===== config.mk =====
export PLATFORM = sky130hd
export DESIGN_NAME = serial_adder_flat
export DESIGN_NICKNAME = d
export VERILOG_FILES = /design/src/rtl/serial_adder_if.sv /design/src/rtl/serial_adder.sv /design/src/flat_wrapper.sv
export SDC_FILE = /design/constraint.sdc
export NUM_CORES = 1
export LEC_CHECK = 0
export BUFFER_PORTS_ARGS = -buffer_cell sky130_fd_sc_hd__buf_2
export CORE_ASPECT_RATIO = 1.4
export CORE_MARGIN = 2
export CORE_UTILIZATION = 54
export DETAILED_ROUTE_END_ITERATION = 6
export GPL_TIMING_DRIVEN = 0
export PLACE_DENSITY = 0.78
export SLEW_MARGIN = 15
export SYNTH_ARGS = -nofsm -noshare
export SYNTH_HDL_FRONTEND = slang
export SYNTH_SLANG_ARGS = --single-unit

===== constraint.sdc =====
create_clock -name clk -period 2.1 [get_ports clk]
set_input_delay 0.105 -clock clk [delete_from_list [all_inputs] [get_ports clk]]
set_output_delay 0.105 -clock clk [all_outputs]
set_load 0.02 [all_outputs]

===== src/rtl/serial_adder_if.sv =====
// Operand/result bundle for serial_adder: the requester drives operands and start,
// and the adder returns busy/done and the registered result.
interface serial_adder_if #(
    parameter int WIDTH = 16
);
    logic             start;
    logic             sub;
    logic             cin;
    logic [WIDTH-1:0] a;
    logic [WIDTH-1:0] b;
    logic             busy;
    logic             done;
    logic [WIDTH-1:0] sum;
    logic             cout;
    logic             overflow;

    modport master (
        output start, sub, cin, a, b,
        input  busy, done, sum, cout, overflow
    );

    modport slave (
        input  start, sub, cin, a, b,
        output busy, done, sum, cout, overflow
    );
endinterface


===== src/rtl/serial_adder.sv =====
// Digit-serial two's-complement adder/subtractor, DIGIT bits per clock over WIDTH/DIGIT cycles.
// Optional macro SERIAL_ADDER_SAT_EN saturates sum on signed overflow.
module serial_adder #(
    parameter int WIDTH = 16,
    parameter int DIGIT = 4
) (
    input  logic          clk,
    input  logic          rst_n,
    serial_adder_if.slave bus
);

    localparam int K     = WIDTH / DIGIT;
    localparam int CNT_W = (K > 1) ? $clog2(K) : 1;
    localparam logic [CNT_W-1:0] LAST = CNT_W'(K - 1);

    generate
        if ((DIGIT < 1) || (WIDTH < 2) || (WIDTH % DIGIT != 0)) begin : g_bad_cfg
            $error("serial_adder: WIDTH must be a multiple of DIGIT");
        end
    endgenerate

    typedef enum logic [1:0] {IDLE, RUN, DONE} state_t;

    state_t           state;
    state_t           state_nxt;
    logic [CNT_W-1:0] cnt;
    logic [WIDTH-1:0] a_sr;
    logic [WIDTH-1:0] b_sr;
    logic [WIDTH-1:0] res_sr;
    logic             carry;
    logic             a_sign;
    logic             b_sign;
    logic [WIDTH-1:0] sum_q;
    logic             cout_q;
    logic             ovf_q;

    logic                   accept;
    logic                   last;
    logic [DIGIT:0]         dsum;
    logic [WIDTH+DIGIT-1:0] res_cat;
    logic [WIDTH-1:0]       res_nxt;
    logic                   ovf_nxt;
    logic [WIDTH-1:0]       sum_nxt;

    function automatic logic signed_ovf(input logic sa, input logic sb, input logic sr);
        return (sa == sb) && (sr != sa);
    endfunction

`ifdef SERIAL_ADDER_SAT_EN
    function automatic logic [WIDTH-1:0] saturate(input logic [WIDTH-1:0] val,
                                                  input logic             ovf,
                                                  input logic             sign);
        if (ovf)
            return sign ? {1'b1, {(WIDTH-1){1'b0}}} : {1'b0, {(WIDTH-1){1'b1}}};
        return val;
    endfunction
`endif

    // Start is honoured in IDLE and in the DONE cycle, never mid-operation.
    assign accept = bus.start && (state != RUN);
    assign last   = (state == RUN) && (cnt == LAST);

    assign dsum    = {1'b0, a_sr[DIGIT-1:0]} + {1'b0, b_sr[DIGIT-1:0]} + {{DIGIT{1'b0}}, carry};
    assign res_cat = {dsum[DIGIT-1:0], res_sr};
    assign res_nxt = res_cat[WIDTH+DIGIT-1:DIGIT];
    assign ovf_nxt = signed_ovf(a_sign, b_sign, res_nxt[WIDTH-1]);

`ifdef SERIAL_ADDER_SAT_EN
    assign sum_nxt = saturate(res_nxt, ovf_nxt, a_sign);
`else
    assign sum_nxt = res_nxt;
`endif

    always_ff @(posedge clk) begin
        if (!rst_n)
            state <= IDLE;
        else
            state <= state_nxt;
    end

    always_comb begin
        state_nxt = state;
        case (state)
            IDLE:    if (bus.start) state_nxt = RUN;
            RUN:     if (cnt == LAST) state_nxt = DONE;
            DONE:    state_nxt = bus.start ? RUN : IDLE;
            default: state_nxt = IDLE;
        endcase
    end

    always_comb begin
        bus.busy = (state == RUN);
        bus.done = (state == DONE);
    end

    // Operand/partial-result shifting; outputs only move on the final digit.
    always_ff @(posedge clk) begin
        if (!rst_n) begin
            a_sr   <= '0;
            b_sr   <= '0;
            res_sr <= '0;
            carry  <= 1'b0;
            a_sign <= 1'b0;
            b_sign <= 1'b0;
            cnt    <= '0;
            sum_q  <= '0;
            cout_q <= 1'b0;
            ovf_q  <= 1'b0;
        end else if (accept) begin
            a_sr   <= bus.a;
            b_sr   <= bus.b ^ {WIDTH{bus.sub}};
            res_sr <= '0;
            carry  <= bus.sub | bus.cin;
            a_sign <= bus.a[WIDTH-1];
            b_sign <= bus.b[WIDTH-1] ^ bus.sub;
            cnt    <= '0;
        end else if (state == RUN) begin
            a_sr   <= a_sr >> DIGIT;
            b_sr   <= b_sr >> DIGIT;
            res_sr <= res_nxt;
            carry  <= dsum[DIGIT];
            cnt    <= cnt + CNT_W'(1);
            if (last) begin
                sum_q  <= sum_nxt;
                cout_q <= dsum[DIGIT];
                ovf_q  <= ovf_nxt;
            end
        end
    end

    assign bus.sum      = sum_q;
    assign bus.cout     = cout_q;
    assign bus.overflow = ovf_q;

endmodule


===== src/flat_wrapper.sv =====
// flat-port wrapper written by rule: the top's interface ports become plain ports
module serial_adder_flat 
#(
    parameter int WIDTH = 16,
    parameter int DIGIT = 4
)
  (clk, rst_n, bus_start, bus_sub, bus_cin, bus_a, bus_b, bus_busy, bus_done, bus_sum, bus_cout, bus_overflow);
  serial_adder_if #(.WIDTH(WIDTH)) bus_i ();
  input  logic clk;
  input  logic rst_n;
  input wire logic [$bits(bus_i.start)-1:0] bus_start;
  input wire logic [$bits(bus_i.sub)-1:0] bus_sub;
  input wire logic [$bits(bus_i.cin)-1:0] bus_cin;
  input wire logic [$bits(bus_i.a)-1:0] bus_a;
  input wire logic [$bits(bus_i.b)-1:0] bus_b;
  output wire logic [$bits(bus_i.busy)-1:0] bus_busy;
  output wire logic [$bits(bus_i.done)-1:0] bus_done;
  output wire logic [$bits(bus_i.sum)-1:0] bus_sum;
  output wire logic [$bits(bus_i.cout)-1:0] bus_cout;
  output wire logic [$bits(bus_i.overflow)-1:0] bus_overflow;
  assign bus_i.start = bus_start;
  assign bus_i.sub = bus_sub;
  assign bus_i.cin = bus_cin;
  assign bus_i.a = bus_a;
  assign bus_i.b = bus_b;
  assign bus_busy = bus_i.busy;
  assign bus_done = bus_i.done;
  assign bus_sum = bus_i.sum;
  assign bus_cout = bus_i.cout;
  assign bus_overflow = bus_i.overflow;
  serial_adder #(.WIDTH(WIDTH), .DIGIT(DIGIT)) u_core (.clk(clk), .rst_n(rst_n), .bus(bus_i));
endmodule

== Word-level counts from Yosys, hierarchy flattened ==
Cells that the tools add are included.

* Bits of input ports: 37
* Register bits: 73
* Word-level logic and storage cells: 45

* Reductions and logical operators: 8
* Muxes and demuxes: 10
* Equality and inequality tests: 8
* $add $sub $neg: 3
* Bitwise logic cells: 5

{| class="wikitable"
|+ Operators with widths
! operator !! number
|-
| 16-bit two-way mux || 4
|-
| 16-bit XOR || 1
|-
| 2-bit one-hot mux with 3 select lines || 1
|-
| 4-bit by 4-bit adder with 5-bit output || 1
|-
| 5-bit by 1-bit adder with 5-bit output || 1
|-
| 2-bit == test (second input constant) || 2
|-
| 2-bit two-way mux || 2
|-
| 2-bit by 1-bit inequality test with 1-bit output (second input constant) || 2
|-
| 1-bit logical AND || 3
|-
| 1-bit two-way mux || 3
|-
| 3-bit AND reduction || 1
|-
| 2-bit by 1-bit adder with 2-bit output (second input constant) || 1
|-
| 2-bit by 1-bit == test with 1-bit output (second input constant) || 1
|-
| 2-bit logical NOT || 1
|-
| 2-bit inequality test (second input constant) || 1
|-
| 1-bit inverter || 2
|-
| 2-bit AND reduction || 1
|-
| 2-bit nonzero test || 1
|-
| 2-bit OR reduction || 1
|-
| 1-bit == test || 1
|-
| 1-bit inequality test || 1
|-
| 1-bit OR || 1
|-
| 1-bit XOR || 1
|}

== Depth between registers and ports, before layout ==
* Word-level depth: 4
* Mapped depth: 7
* Mapped depth without buffers: 7

== Least setup slack after synthesis ==
OpenSTA, ideal clock, no wires.

* Path type: register to register
* Start point: register u_core.carry
* End point: register u_core.carry
* Path slack: 0.506 ns
* Period minus slack after synthesis: 1.594 ns
* Stages on the path, launching flop included: 8
* Arrival: 1.480 ns
* Cells stage by stage: dfxtp_1 > fa_1 > inv_1 > fa_1 > nor2b_1 > o21ai_0 > a21oi_1 > o21a_1

* Cells in the longest elaborated chain, start to end: 3

{| class="wikitable"
|+ RTL lines
! element !! RTL line !! text
|-
| from (decl) || serial_adder.sv:30 || <nowiki>logic carry;</nowiki>
|-
| from (signal assigned) || serial_adder.sv:113 || <nowiki>carry <= bus.sub | bus.cin;</nowiki>
|-
| from (signal assigned) || serial_adder.sv:121 || <nowiki>carry <= dsum[DIGIT];</nowiki>
|-
| 5-bit by 1-bit adder with 5-bit output || serial_adder.sv:63 || <nowiki>assign dsum = {1'b0, a_sr[DIGIT-1:0]} + {1'b0, b_sr[DIGIT-1:0]} + {{DIGIT{1'b0}}, carry};</nowiki>
|-
| 1-bit two-way mux || serial_adder.sv:117 || <nowiki>end else if (state == RUN) begin</nowiki>
|-
| 1-bit two-way mux || serial_adder.sv:109 || <nowiki>end else if (accept) begin</nowiki>
|}

Every way passes these cells. The select of a mux whose other input is x is not followed.
A chain may end at the register's enable or synchronous reset.

== Worst setup path in the final report ==
Same ends and word-level chain as after synthesis.

==> results.toml <==
[logic_synthesis]
synth_cell_types = 33
synth_fp_nets = 389
synth-seq-cells = 69
netlist_instances = 346
yosysSeqAreaShare = 0.469
syn_area_sq_um = 2940
syn_area_per_cell_sq_um = 8.51
yosys_warnings = 0

[clock_network]
cts-resized-gates = 0
cts-root-buf = "clkbuf_8"
clock_latency_ns = 0.34
cts.sinks = 69
h-tree-depth = 3
cts_hold_buf = 0
cts_tree = "built"
clk_pin_slew_ns = 0.07
numCtsBuffers = 9
cts_buffer_depth = 2
postCtsSetupRepairBufs = 0

[critical_path]
r2r_end = "u_core.carry"
cp.required_ns = 2.34
cpPeakStageDelay_ns = 0.44
critPathLaunch = "u_core.carry"
timing.rr.start = "u_core.carry"
r2r_setup_slack_ns = 0.35
cpMostUsedCell = "fa_1"
startpoint_type = "register"
ff2ff_path_depth = 7
cp-end-kind = "register"
crit_arrival_ns = 1.99
setup.worst_path.class = "reg2reg"
crit_path_max_fanout = 2
crit_path_top_delay_cell = "fa_1"
crit_chain = "fa_1 -> inv_1 -> fa_1 -> nor2b_1 -> o21ai_0 -> a21oi_1 -> o21a_1"

[worst_hold_path]
hold_class = "in2reg"
hold_path.startpoint = "bus_a[14]"
min_path_cells = 3
worstHoldEndpoint = "u_core.a_sr[14]"

[timing]
setup-tns-final_ns = 0
fin_worst_skew_ns = 0.0106
rsz0062_at_grt = "no"
hold_violations = 0
relSlewSlack = 0.619
finalWorstSetupSlack_ns = 0.350
min_period_over_period = 0.833
setup_viol = 0
timing.hold.ws_ns = 0.000760
tightest_slew_ns = 0.572
finalCriticalPeriod_ns = 1.75
fmax_mhz = 571
report.final.slew_viol_count = 0

[detailed_routing]
drc_errors = 0
first_pass_iters = 7
wl_per_cell_um = 14.1
vias_per_cell = 5.34
drtIter0Drc = 141
drtAntennaViolNets = 0
vias = 2558
finalWirelength_mm = 6.73

[placed_design]
io_buffer_count = 53
globalplace.congestion = 0.885
place_hpwl_mm = 4.88
pre_cts_slack_ns = 0.346

[global_routing]
grt_first_pass_wirelength_mm = 11.3
antenna_found_initial = 0
grt_remaining_overflow = 0
grt_pass1_vias = 2488
grt_max_degree = 11
grtUsageTotal = 0.241

[power_and_ir_drop]
powerDensity_nw_per_um2 = 814
pwr-share-clk = 0.363
sw_frac_of_total = 0.256
p_comb_frac = 0.136
p_leak_nw = 1.44
p_int_mw = 2.10
peakVddDrop_mv = 0.625
switchingPower_uw = 723
power_frac_seq = 0.501

[floorplan]
design.portCount = 57
die_w_um = 66.4
rows = 31
coreArea_sq_um = 5200
dieHeight_um = 91.3
initial_core_util = 0.566
die_area_sq_um = 6060

[run]
maxCapViolations = 0

[cells_and_area]
drive_gt1_frac = 0.199
layout.cells.most_common_list = "dfxtp_1, buf_2, nand2_1"
final_nets = 453
syn2layout_area_growth_pct = 17.9
diodes = 0
final_common_cell = "dfxtp_1"

[status]
status = "finished, final reports clean"
stage by stage:
stage               power (mW)  cells  instance area (sq um)  utilization
global placement          1.81    465                   3290        0.633
CTS                       2.83    479                   3470        0.668
floorplan                 1.71    346                   2940            -
detailed placement        1.83    465                   3290        0.633
finish                    2.83    479                   3470        0.668
global route              2.95    479                   3470        0.668
worst max-delay path by stage:
stage	to	slack (ns)	cells past startpoint
final	u_core.carry	0.35	7
after global routing	u_core.carry	0.25	7
after global placement	u_core.carry	0.38	7
after detailed placement	u_core.carry	0.35	7
after floorplan	u_core.carry	0.51	7
after CTS	u_core.carry	0.34	7
area by class of cell:
cell class	instances	area, sq um
repair buffers	53	265
inverters	8	32.5
flip-flops and latches	69	1380
clock inverters	2	35.0
fillers	467	1730
plain buffers	26	135
multi-input cells	243	1390
clock buffers	12	145
well taps	66	82.6
power by group through the flow:
| stage | Clock, mW | Sequential, mW | Combinational [mW] |
|---|---|---|---|
| floorplan | 0 | 1.43 | 0.275 |
| global placement | 0 | 1.44 | 0.370 |
| detailed placement | 0 | 1.45 | 0.381 |
| CTS | 1.03 | 1.42 | 0.384 |
| global route | 1.09 | 1.42 | 0.430 |
| finish | 1.03 | 1.42 | 0.383 |
cells in the mapped netlist, drive strengths merged:
cell type,count,area share
clkbuf,10,0.013
nand2,58,0.075
ha,4,0.017
buf,16,0.033
and3,1,0.0021
xnor2,18,0.054
a31oi,1,0.0021
nand2b,1,0.0021
mux2i,15,0.051
clkinv,1,0.0013
nor2,52,0.066
nor2b,2,0.0043
or4,1,0.0026
a311oi,2,0.0060
a21oi,43,0.073
o21ai,2,0.0034
o211ai,2,0.0051
and2,1,0.0021
or2,1,0.0021
o211a,1,0.0034
o22ai,1,0.0021
o31ai,1,0.0026
inv,7,0.0098
nand3,3,0.0051
dfxtp,69,0.47
o21a,1,0.0026
a211oi,30,0.077
fa,2,0.014
sequential cells by signal, summed over array words and instances (netlist names):
| name | cells |
|---|---|
| u_core.a_sr | 16 |
| u_core.b_sr | 16 |
| u_core.cnt | 2 |
| u_core.bus.overflow | 1 |
| u_core.res_sr | 12 |
| u_core.bus.cout | 1 |
| u_core.state | 2 |
| u_core.bus.sum | 16 |
| u_core.b_sign | 1 |
| u_core.a_sign | 1 |
| u_core.carry | 1 |
logic make-up after synthesis:
| family | share of synthesized area |
|---|---|
| compound gates | 0.177 |
| fa+ha+maj | 0.0306 |
| buf+inv | 0.0570 |
| xor+xnor | 0.0536 |
| mux | 0.0510 |
| simple gates | 0.162 |
| flops | 0.469 |
critical path: cells and delay by family (launching register included):
family / cells / cell delay [ns]
AO/OA/AOI/OAI: 3 / 0.52
adder cells (fa/ha/maj): 2 / 0.65
buffers and inverters: 1 / 0.09
flip-flops: 1 / 0.33
AND/OR/NAND/NOR: 1 / 0.06
layer usage:
layer  track usage  up-vias  routed length (um)
met5             0        -                   0
met1         0.287     1171                2720
met3        0.0310       14                 324
li1              -     1294                   -
met2         0.407       79                3490
met4         0.134        0                 199
No activity file was read; power rests on OpenSTA's default activity.
